$ cat config.mk
export PLATFORM = sky130hd
export DESIGN_NAME = rom_16x8_flat
export DESIGN_NICKNAME = d
export VERILOG_FILES = /design/src/rtl/rom_pkg.sv /design/src/rtl/rom_16x8_if.sv /design/src/rtl/rom_lut.sv /design/src/rtl/rom_16x8.sv /design/src/flat_wrapper.sv
export SDC_FILE = /design/constraint.sdc
export NUM_CORES = 1
export LEC_CHECK = 0
export CAP_MARGIN = 25
export CORE_AREA = 2 2 39 41
export DETAILED_ROUTE_END_ITERATION = 12
export DIE_AREA = 0 0 41 43
export SLEW_MARGIN = 20
export SYNTH_ARGS = -nofsm -noshare
export SYNTH_HDL_FRONTEND = slang
export SYNTH_SLANG_ARGS = --single-unit
$ cat constraint.sdc
create_clock -name Clk -period 1.02 [get_ports Clk]
set_input_delay 0.102 -clock Clk [delete_from_list [all_inputs] [get_ports Clk]]
set_output_delay 0.102 -clock Clk [all_outputs]
set_load 0.01 [all_outputs]
$ cat src/rtl/rom_pkg.sv
// Shared constants and the reference word function for the 16x8 constant ROM.
package rom_pkg;
  localparam int DEF_ADDR_W = 4;
  localparam int DEF_DATA_W = 8;
  localparam int ROM_DEPTH  = 16;

  function automatic logic [DEF_DATA_W-1:0] rom_word(input logic [DEF_ADDR_W-1:0] addr);
    return {addr, ~addr};
  endfunction
endpackage

$ cat src/rtl/rom_16x8_if.sv
// Read-port bundle: client drives enable and address, ROM returns registered data.
interface rom_16x8_if #(
  parameter int ADDR_W = 4,
  parameter int DATA_W = 8
);
  logic              Re;
  logic [ADDR_W-1:0] Ra;
  logic [DATA_W-1:0] Dout;

  modport master (output Re, output Ra, input Dout);
  modport slave  (input Re, input Ra, output Dout);
endinterface

$ cat src/rtl/rom_lut.sv
// Combinational lookup table: address in, fixed word out.
module rom_lut
  import rom_pkg::*;
#(
  parameter int ADDR_W = DEF_ADDR_W,
  parameter int DATA_W = DEF_DATA_W
) (
  input  logic [ADDR_W-1:0] addr,
  output logic [DATA_W-1:0] word
);
  always_comb begin
    word = '0;
    case (addr)
      4'd0:  word = 8'h0F;
      4'd1:  word = 8'h1E;
      4'd2:  word = 8'h2D;
      4'd3:  word = 8'h3C;
      4'd4:  word = 8'h4B;
      4'd5:  word = 8'h5A;
      4'd6:  word = 8'h69;
      4'd7:  word = 8'h78;
      4'd8:  word = 8'h87;
      4'd9:  word = 8'h96;
      4'd10: word = 8'hA5;
      4'd11: word = 8'hB4;
      4'd12: word = 8'hC3;
      4'd13: word = 8'hD2;
      4'd14: word = 8'hE1;
      4'd15: word = 8'hF0;
      default: word = '0;
    endcase
  end
endmodule

$ cat src/rtl/rom_16x8.sv
// 16x8 constant ROM with one enable-gated registered read port.
module rom_16x8
  import rom_pkg::*;
#(
  parameter int ADDR_W = DEF_ADDR_W,
  parameter int DATA_W = DEF_DATA_W
) (
  input logic        Clk,
  input logic        Rst,
  rom_16x8_if.slave  bus
);
  logic [DATA_W-1:0] lut_word;

  rom_lut #(.ADDR_W(ADDR_W), .DATA_W(DATA_W)) u_lut (
    .addr (bus.Ra),
    .word (lut_word)
  );

  // Register only loads on Re, so an undriven Ra with Re low never reaches Dout.
  always_ff @(posedge Clk or posedge Rst) begin
    if (Rst)
      bus.Dout <= '0;
    else if (bus.Re)
      bus.Dout <= lut_word;
  end
endmodule

$ cat src/flat_wrapper.sv
// flat-port wrapper written by rule: the top's interface ports become plain ports
module rom_16x8_flat import rom_pkg::*;
#(
  parameter int ADDR_W = DEF_ADDR_W,
  parameter int DATA_W = DEF_DATA_W
)
  (Clk, Rst, bus_Re, bus_Ra, bus_Dout);
  rom_16x8_if #(.ADDR_W(ADDR_W), .DATA_W(DATA_W)) bus_i ();
  input logic Clk;
  input logic Rst;
  input wire logic [$bits(bus_i.Re)-1:0] bus_Re;
  input wire logic [$bits(bus_i.Ra)-1:0] bus_Ra;
  output wire logic [$bits(bus_i.Dout)-1:0] bus_Dout;
  assign bus_i.Re = bus_Re;
  assign bus_i.Ra = bus_Ra;
  assign bus_Dout = bus_i.Dout;
  rom_16x8 #(.ADDR_W(ADDR_W), .DATA_W(DATA_W)) u_core (.Clk(Clk), .Rst(Rst), .bus(bus_i));
endmodule
## Yosys cells after proc, flatten, opt, wreduce, memory -nomap -nowiden

Memories as Yosys holds them, arrays and structs flattened. A register that Yosys moved wholly into a read port is not among the register bits.
Cells that the tools add are included.

| cells by class | value |
|---|---|
| order comparisons | 0 |
| div/mod/pow operators | 0 |
| shifts and indexed selects | 0 |
| $mul | 0 |
| muxes and demuxes | 0 |
| bitwise gates (word level) | 0 |
| add/subtract/negate cells | 0 |
| eq/ne operators | 0 |
| reduce and logical (&&, ||, !) cells | 0 |

| storage, ports and cells | value |
|---|---|
| ROM bits | 128 |
| input port bits | 7 |
| output and inout bits | 8 |
| memories | 1 |
| bits in registers | 0 |
| latch bits | 0 |
| word-level logic and storage cells | 1 |
| memory bits (writable) | 0 |

Memories:

| name | depth | width | read ports | clocked after memory_dff | write ports | RTL line | source |
|---|---|---|---|---|---|---|---|
| (name not given) | 16 | 8 | 1 | 1 | 0 | rom_lut.sv:13 | `case (addr)` |

## Longest topological paths before layout

Gate-level depths: netlist (run 1).

| depth | value |
|---|---|
| depth in word-level cells | 0 |
| mapped depth | 3 |
| depth with buffers taken out | 2 |

## Modules after synthesis

From an unflattened synthesis (run 1), not the netlist that was laid out.

| second synthesis, totals | value |
|---|---|
| cells, all modules | 26 |
| area total of the unflattened synthesis | 380.4 µm² |

By module, submodules not included:

| module | times used | area each (µm²) | cells an instance |
|---|---|---|---|
| rom_16x8 | 1 | 335.3 | 18 |
| rom_lut | 1 | 45.0 | 8 |

## Least setup slack after synthesis (run 1)

Ideal clock, no wire load.

| timing path | value |
|---|---|
| path type | flip-flop to flip-flop |
| from | reg u_core.bus.Dout[4] (netlist name) |
| to | reg u_core.bus.Dout[4] |
| data required time | 0.895 ns |
| path slack | 0.241 ns |
| stages on the path, launching flop included | 2 |
| arrival time | 0.654 ns |
| buffers on the path | 0 |
| clock period less this slack | 0.779 ns |
| library setup time | 0.125 ns |
| cells stage by stage | dfrtp_1 > mux2_4 |

RTL lines:

| item | RTL line | source |
|---|---|---|
| end: declaration | rom_16x8_if.sv:11 | `modport slave (input Re, input Ra, output Dout);` |

## Final worst setup path (run 1)

| timing path | value |
|---|---|
| from | reg u_core.bus.Dout[4] |
| to | out bus_Dout[4] |

RTL lines:

| item | RTL line | source |
|---|---|---|
| end: declaration | flat_wrapper.sv:13 | `output wire logic [$bits(bus_i.Dout)-1:0] bus_Dout;` |

No word-level cell between the ends.

==> results.sh, run 1 <==
export IMPL_die_width_um=41
export IMPL_ys_ff_latch=8
export IMPL_largest_reg_flops=8
export IMPL_power_density_nw_per_um2=1460
export IMPL_cts_hold_fix_buffers=0
export IMPL_arrival_ps=870
export IMPL_die_y_um=43
export IMPL_area_growth_pct=60.5
export IMPL_crit_fanout=2
export IMPL_insertion_delay_ps=240
export IMPL_cap_violations=0
export IMPL_synth_area_um2=320
export IMPL_cts_sinks=8
export IMPL_core_um2=1380
export IMPL_synth_edff_count=0
export IMPL_min_period_over_period_pct=95.1
export IMPL_ys_async_sr_fraction_pct=100
export IMPL_cp_depth=1
export IMPL_crit_buf_inv=1
export IMPL_antenna_left=0
export IMPL_fin_worst_skew_ps=0
export IMPL_cts_tree="done"
export IMPL_ys_types=7
export IMPL_reg_top3="u_core.bus.Dout x8"
export IMPL_ios=15
export IMPL_cts_made_buffers=3
export IMPL_cp_end_kind="output port"
export IMPL_crit_chain="clkdlybuf4s15_1"
export IMPL_power_mw=0.753
export IMPL_fmax_mhz=1030
export IMPL_synth_top_area_cell="dfrtp_1"
export IMPL_syn_inst=22
export IMPL_cts_root_buf="clkbuf_4"
export IMPL_hold_slack_ps=114
export IMPL_groute_usage_overall_pct=10.1
export IMPL_vdd_drop_max_uv=653
export IMPL_finalSetupViolations=0
export IMPL_grt_max_degree=10
export IMPL_drive_gt1_share_pct=25.0
export IMPL_dp_slack_ps=-172
export IMPL_via_count=221
export IMPL_crit_family="flip-flops"
export IMPL_wl_um=668
export IMPL_gp_congestion=0.572
export IMPL_drv_slew=0
export IMPL_fin_nets=49
export IMPL_netlist_top_cells_count="8 x dfrtp_1, 4 x mux2_4, 3 x inv_1"
export IMPL_antenna_found_initial=0
export IMPL_floorplan_initialDensity_pct=23.1
export IMPL_dieArea_um2=1760
export IMPL_avgViaCountPerCell=3.95
export IMPL_tightest_slew_ps=309
export IMPL_max_slew_margin_pct=79.4
export IMPL_drc=0
export IMPL_cts_clk_slew_worst_paths_ps=50
export IMPL_grt_pass1_wl_mm=1.13
export IMPL_status="finished, final reports clean"
export IMPL_worst_r2r_cell_count=1
export IMPL_fin_ws_ps=49.8
export IMPL_drtPass1Iterations=2
export IMPL_htreeDepth=1
export IMPL_max_stage_delay_ps=390
export IMPL_n_antenna_cell=0
export IMPL_wire_per_inst_um=11.9
export IMPL_rsz0062_at_grt="false"
export IMPL_grt_pass1_vias=249
export IMPL_yosysWarnings=0
export IMPL_p_leak_nw=0.247
export IMPL_synth_ff_type="dfrtp_1"
export IMPL_critPathKind="reg -> out"
export IMPL_io_buffers=14
export IMPL_hp_class="in -> async"
export IMPL_critPathSlowestCell="dfrtp_1"
export IMPL_grt_ovfl_total=0
export IMPL_synthTopCellsByArea="dfrtp_1 63%, mux2_4 19%, mux2i_1 6.3%, buf_6 3.5%, inv_1 3.5%"
export IMPL_row_count=14
export IMPL_period_needed_ps=970
export IMPL_synth_top_cell_area_share_pct=62.5
export IMPL_cp_data_required_time_ps=920
export IMPL_synth_most_common_cell="dfrtp_1"
export IMPL_drtIter0Drc=4
export IMPL_cts_buffer_depth=2
export IMPL_worstSetupStartpointType="register"
export IMPL_ys_seq_area_share_pct=62.5
export IMPL_hold_viol_final=0
export IMPL_synthesis_nets=29
export IMPL_largest_register="u_core.bus.Dout"
export IMPL_syn_area_per_cell_um2=14.6
==> layout by cell type (no fill, tap or decap) <==
master,netlist,layout
dfrtp_1,8,8
clkdlybuf4s15_1,0,7
clkdlybuf4s50_1,0,6
mux2_4,4,4
inv_1,3,3
clkbuf_4,0,3
mux2i_1,2,2
nor2_1,2,2
a21oi_1,2,2
clkbuf_2,0,1
buf_4,0,1
buf_12,0,1
==> per-layer routing <==
layer / up-vias / track usage (%) / share of wire (%)
li1: 108 / - / -
met1: 98 / 12.3 / 44
met2: 15 / 14.1 / 43
met3: 0 / 4.71 / 13
met4: 0 / 6.00 / 0
met5: - / 0 / 0
==> per-stage QoR <==
step / TNS (ps) / util [%] / cell area (um2) / std cells
global route: 0 / 37.2 / 514 / 56
finish: 0 / 37.2 / 514 / 56
detailed placement: -880 / 35.9 / 497 / 53
CTS: 0 / 37.1 / 513 / 56
global placement: -734 / 35.9 / 497 / 53
floorplan: 0 / - / 320 / 22
==> cell type report <==
| type | count | area, um2 |
|---|---|---|
| clock buffers | 3 | 22.5 |
| well taps | 16 | 20.0 |
| fillers | 138 | 870 |
| repair buffers | 16 | 163 |
| multi-input cells | 10 | 97.6 |
| flip-flops and latches | 8 | 200 |
| inverters | 3 | 11.3 |
==> where the power goes <==
group          total, mW  internal (mW)  switching, mW
Combinational      0.156         0.0958         0.0600
Clock              0.231          0.134         0.0967
Sequential         0.367          0.349         0.0180
Total              0.753          0.579          0.175
==> worst paths after layout <==
kind | end | startpoint | slack, ps
setup / recovery | bus_Dout[4] | u_core.bus.Dout[4]$_DFFE_PP0P_ | 50
hold / removal | u_core.bus.Dout[2]$_DFFE_PP0P_ | Rst | 110
setup reg to reg | u_core.bus.Dout[4]$_DFFE_PP0P_ | u_core.bus.Dout[4]$_DFFE_PP0P_ | 240
min in group Clk | u_core.bus.Dout[3]$_DFFE_PP0P_ | bus_Ra[3] | 450
hold reg to reg | u_core.bus.Dout[6]$_DFFE_PP0P_ | u_core.bus.Dout[6]$_DFFE_PP0P_ | 520
max in group asynchronous | u_core.bus.Dout[4]$_DFFE_PP0P_ | Rst | 670
==> logic make-up after synthesis <==
logic type	share of synthesized area, %
AO/OA/AOI/OAI	3.13
buffers and inverters	7.03
flip-flops	62.5
multiplexers	25.0
AND/OR/NAND/NOR	2.34
==> repair_timing <==
| item | 4_1_cts | 5_1_grt |
|---|---|---|
| endpoints found under the setup margin | 8 | 5 |
| gates resized for setup | 11 | 6 |
| setup buffers | 0 | 0 |
(Power assumes the default switching activity.)
==> run 2, diff against run 1 <==
--- a/config.mk
+++ b/config.mk
@@ -9,6 +9,7 @@
 export CORE_AREA = 2 2 39 41
 export DETAILED_ROUTE_END_ITERATION = 12
 export DIE_AREA = 0 0 41 43
+export PLACE_DENSITY_LB_ADDON = 0.05
 export SLEW_MARGIN = 20
 export SYNTH_ARGS = -nofsm -noshare
 export SYNTH_HDL_FRONTEND = slang
==> results.sh, run 2 (synthesis results as in run 1) <==
export IMPL_cap_violations=0
export IMPL_seq_area_um2=200
export IMPL_core_um2=1380
export IMPL_n_antenna_cell=0
export IMPL_row_count=14
export IMPL_critPathSlowestCell="dfrtp_1"
export IMPL_insertion_delay_ps=240
export IMPL_cts_hold_fix_buffers=0
export IMPL_drive_gt1_share_pct=24.4
export IMPL_layout_cells_most_common_list="8 x clkdlybuf4s15_1, 8 x dfrtp_1, 6 x clkdlybuf4s50_1"
export IMPL_post_cts_buffers=0
export IMPL_period_needed_ps=972
export IMPL_drtIter0Drc=0
export IMPL_fillers=137
export IMPL_crit_chain="clkdlybuf4s15_1"
export IMPL_cts_made_buffers=3
export IMPL_largest_register="u_core.bus.Dout"
export IMPL_multi_input_area_um2=97.6
export IMPL_htreeDepth=1
export IMPL_min_period_over_period_pct=95.3
export IMPL_cp_end_kind="output port"
export IMPL_cts_sinks=8
export IMPL_cts_clk_slew_worst_paths_ps=50
export IMPL_p_leak_nw=0.248
export IMPL_drtPass1Iterations=1
export IMPL_antenna_left=0
export IMPL_wl_um=647
export IMPL_critPathKind="reg -> out"
export IMPL_fin_worst_skew_ps=0
export IMPL_dieArea_um2=1760
export IMPL_arrival_ps=870
export IMPL_power_mw=0.752
export IMPL_final_cells=57
export IMPL_power_density_nw_per_um2=1460
export IMPL_max_stage_delay_ps=390
export IMPL_vdd_drop_max_uv=445
export IMPL_gp_congestion=0.523
export IMPL_largest_reg_flops=8
export IMPL_antenna_found_initial=0
export IMPL_grt_pass1_vias=250
export IMPL_grt_max_degree=9
export IMPL_floorplan_initialDensity_pct=23.1
export IMPL_via_count=236
export IMPL_hold_slack_ps=96.8
export IMPL_fin_nets=50
export IMPL_ios=15
export IMPL_wire_per_inst_um=11.4
export IMPL_avgViaCountPerCell=4.14
export IMPL_hold_viol_final=0
export IMPL_cp_data_required_time_ps=920
export IMPL_crit_family="flip-flops"
export IMPL_io_buffers=14
export IMPL_max_slew_margin_pct=80.1
export IMPL_drc=0
export IMPL_worstSetupStartpointType="register"
export IMPL_crit_fanout=2
export IMPL_fin_ws_ps=47.6
export IMPL_fin_setup_tns_ps=0
export IMPL_fmax_mhz=1030
export IMPL_status="finished, final reports clean"
export IMPL_place_detailed_hpwl_um=551
export IMPL_cts_buffer_depth=2
export IMPL_cts_root_buf="clkbuf_4"
export IMPL_cts_tree="done"
export IMPL_area_growth_pct=60.5
export IMPL_hp_class="in -> async"
export IMPL_dp_cells=54
export IMPL_dp_slack_ps=-153
export IMPL_finalSetupViolations=0
export IMPL_drv_slew=0
export IMPL_tightest_slew_ps=298
export IMPL_grt_ovfl_total=0
export IMPL_grt_pass1_wl_mm=1.09
export IMPL_rsz0062_at_grt="false"
export IMPL_die_width_um=41
export IMPL_die_y_um=43
export IMPL_crit_buf_inv=1
export IMPL_groute_usage_overall_pct=9.91
export IMPL_reg_top3="u_core.bus.Dout x8"
run 2: path summary, 6_finish.rpt:
path                                           startpoint                              to  slack [ps]  cells after the start
max in group asynchronous                             Rst  u_core.bus.Dout[4]$_DFFE_PP0P_         700                      2
min in group Clk                                bus_Ra[1]  u_core.bus.Dout[1]$_DFFE_PP0P_         450                      2
max                        u_core.bus.Dout[7]$_DFFE_PP0P_                     bus_Dout[7]          50                      1
min                                                   Rst  u_core.bus.Dout[6]$_DFFE_PP0P_         100                      2
max reg2reg                u_core.bus.Dout[7]$_DFFE_PP0P_  u_core.bus.Dout[7]$_DFFE_PP0P_         240                      1
min reg2reg                u_core.bus.Dout[6]$_DFFE_PP0P_  u_core.bus.Dout[6]$_DFFE_PP0P_         500                      1
run 2: area by class of cell:
class | instances | area share [%]
clock buffer | 3 | 4.38
multi-input combinational | 10 | 19.0
sequential | 8 | 38.9
inverter | 3 | 2.19
tap | 16 | 3.89
timing repair buffer | 17 | 31.6
run 2: metal layers:
| metal | vias up | wire length (um) | GRT usage, % |
|---|---|---|---|
| met5 | - | 0 | 0 |
| met4 | 0 | 0 | 6.00 |
| met3 | 0 | 43 | 4.71 |
| met2 | 8 | 382 | 16.6 |
| met1 | 118 | 222 | 8.88 |
| li1 | 110 | - | - |
run 2: per-stage QoR:
stage / utilization, % / instance area (um2)
final: 37.2 / 514
after global routing: 37.2 / 514
after CTS: 36.6 / 507
after detailed placement: 35.5 / 492
after global placement: 35.5 / 492
after floorplan: - / 320
run 2: what timing repair did:
item | CTS | global route
cloned | 0 | 0
endpoints found under the setup margin | 8 | 6
resized for setup | 10 | 6
run 2: power breakdown:
part | leakage, nW | switching [mW] | internal, mW | total, mW
registers | 0.0923 | 0.0166 | 0.349 | 0.365
logic | 0.142 | 0.0590 | 0.0952 | 0.154
clock network | 0.0138 | 0.0979 | 0.134 | 0.232
total | 0.248 | 0.173 | 0.578 | 0.752
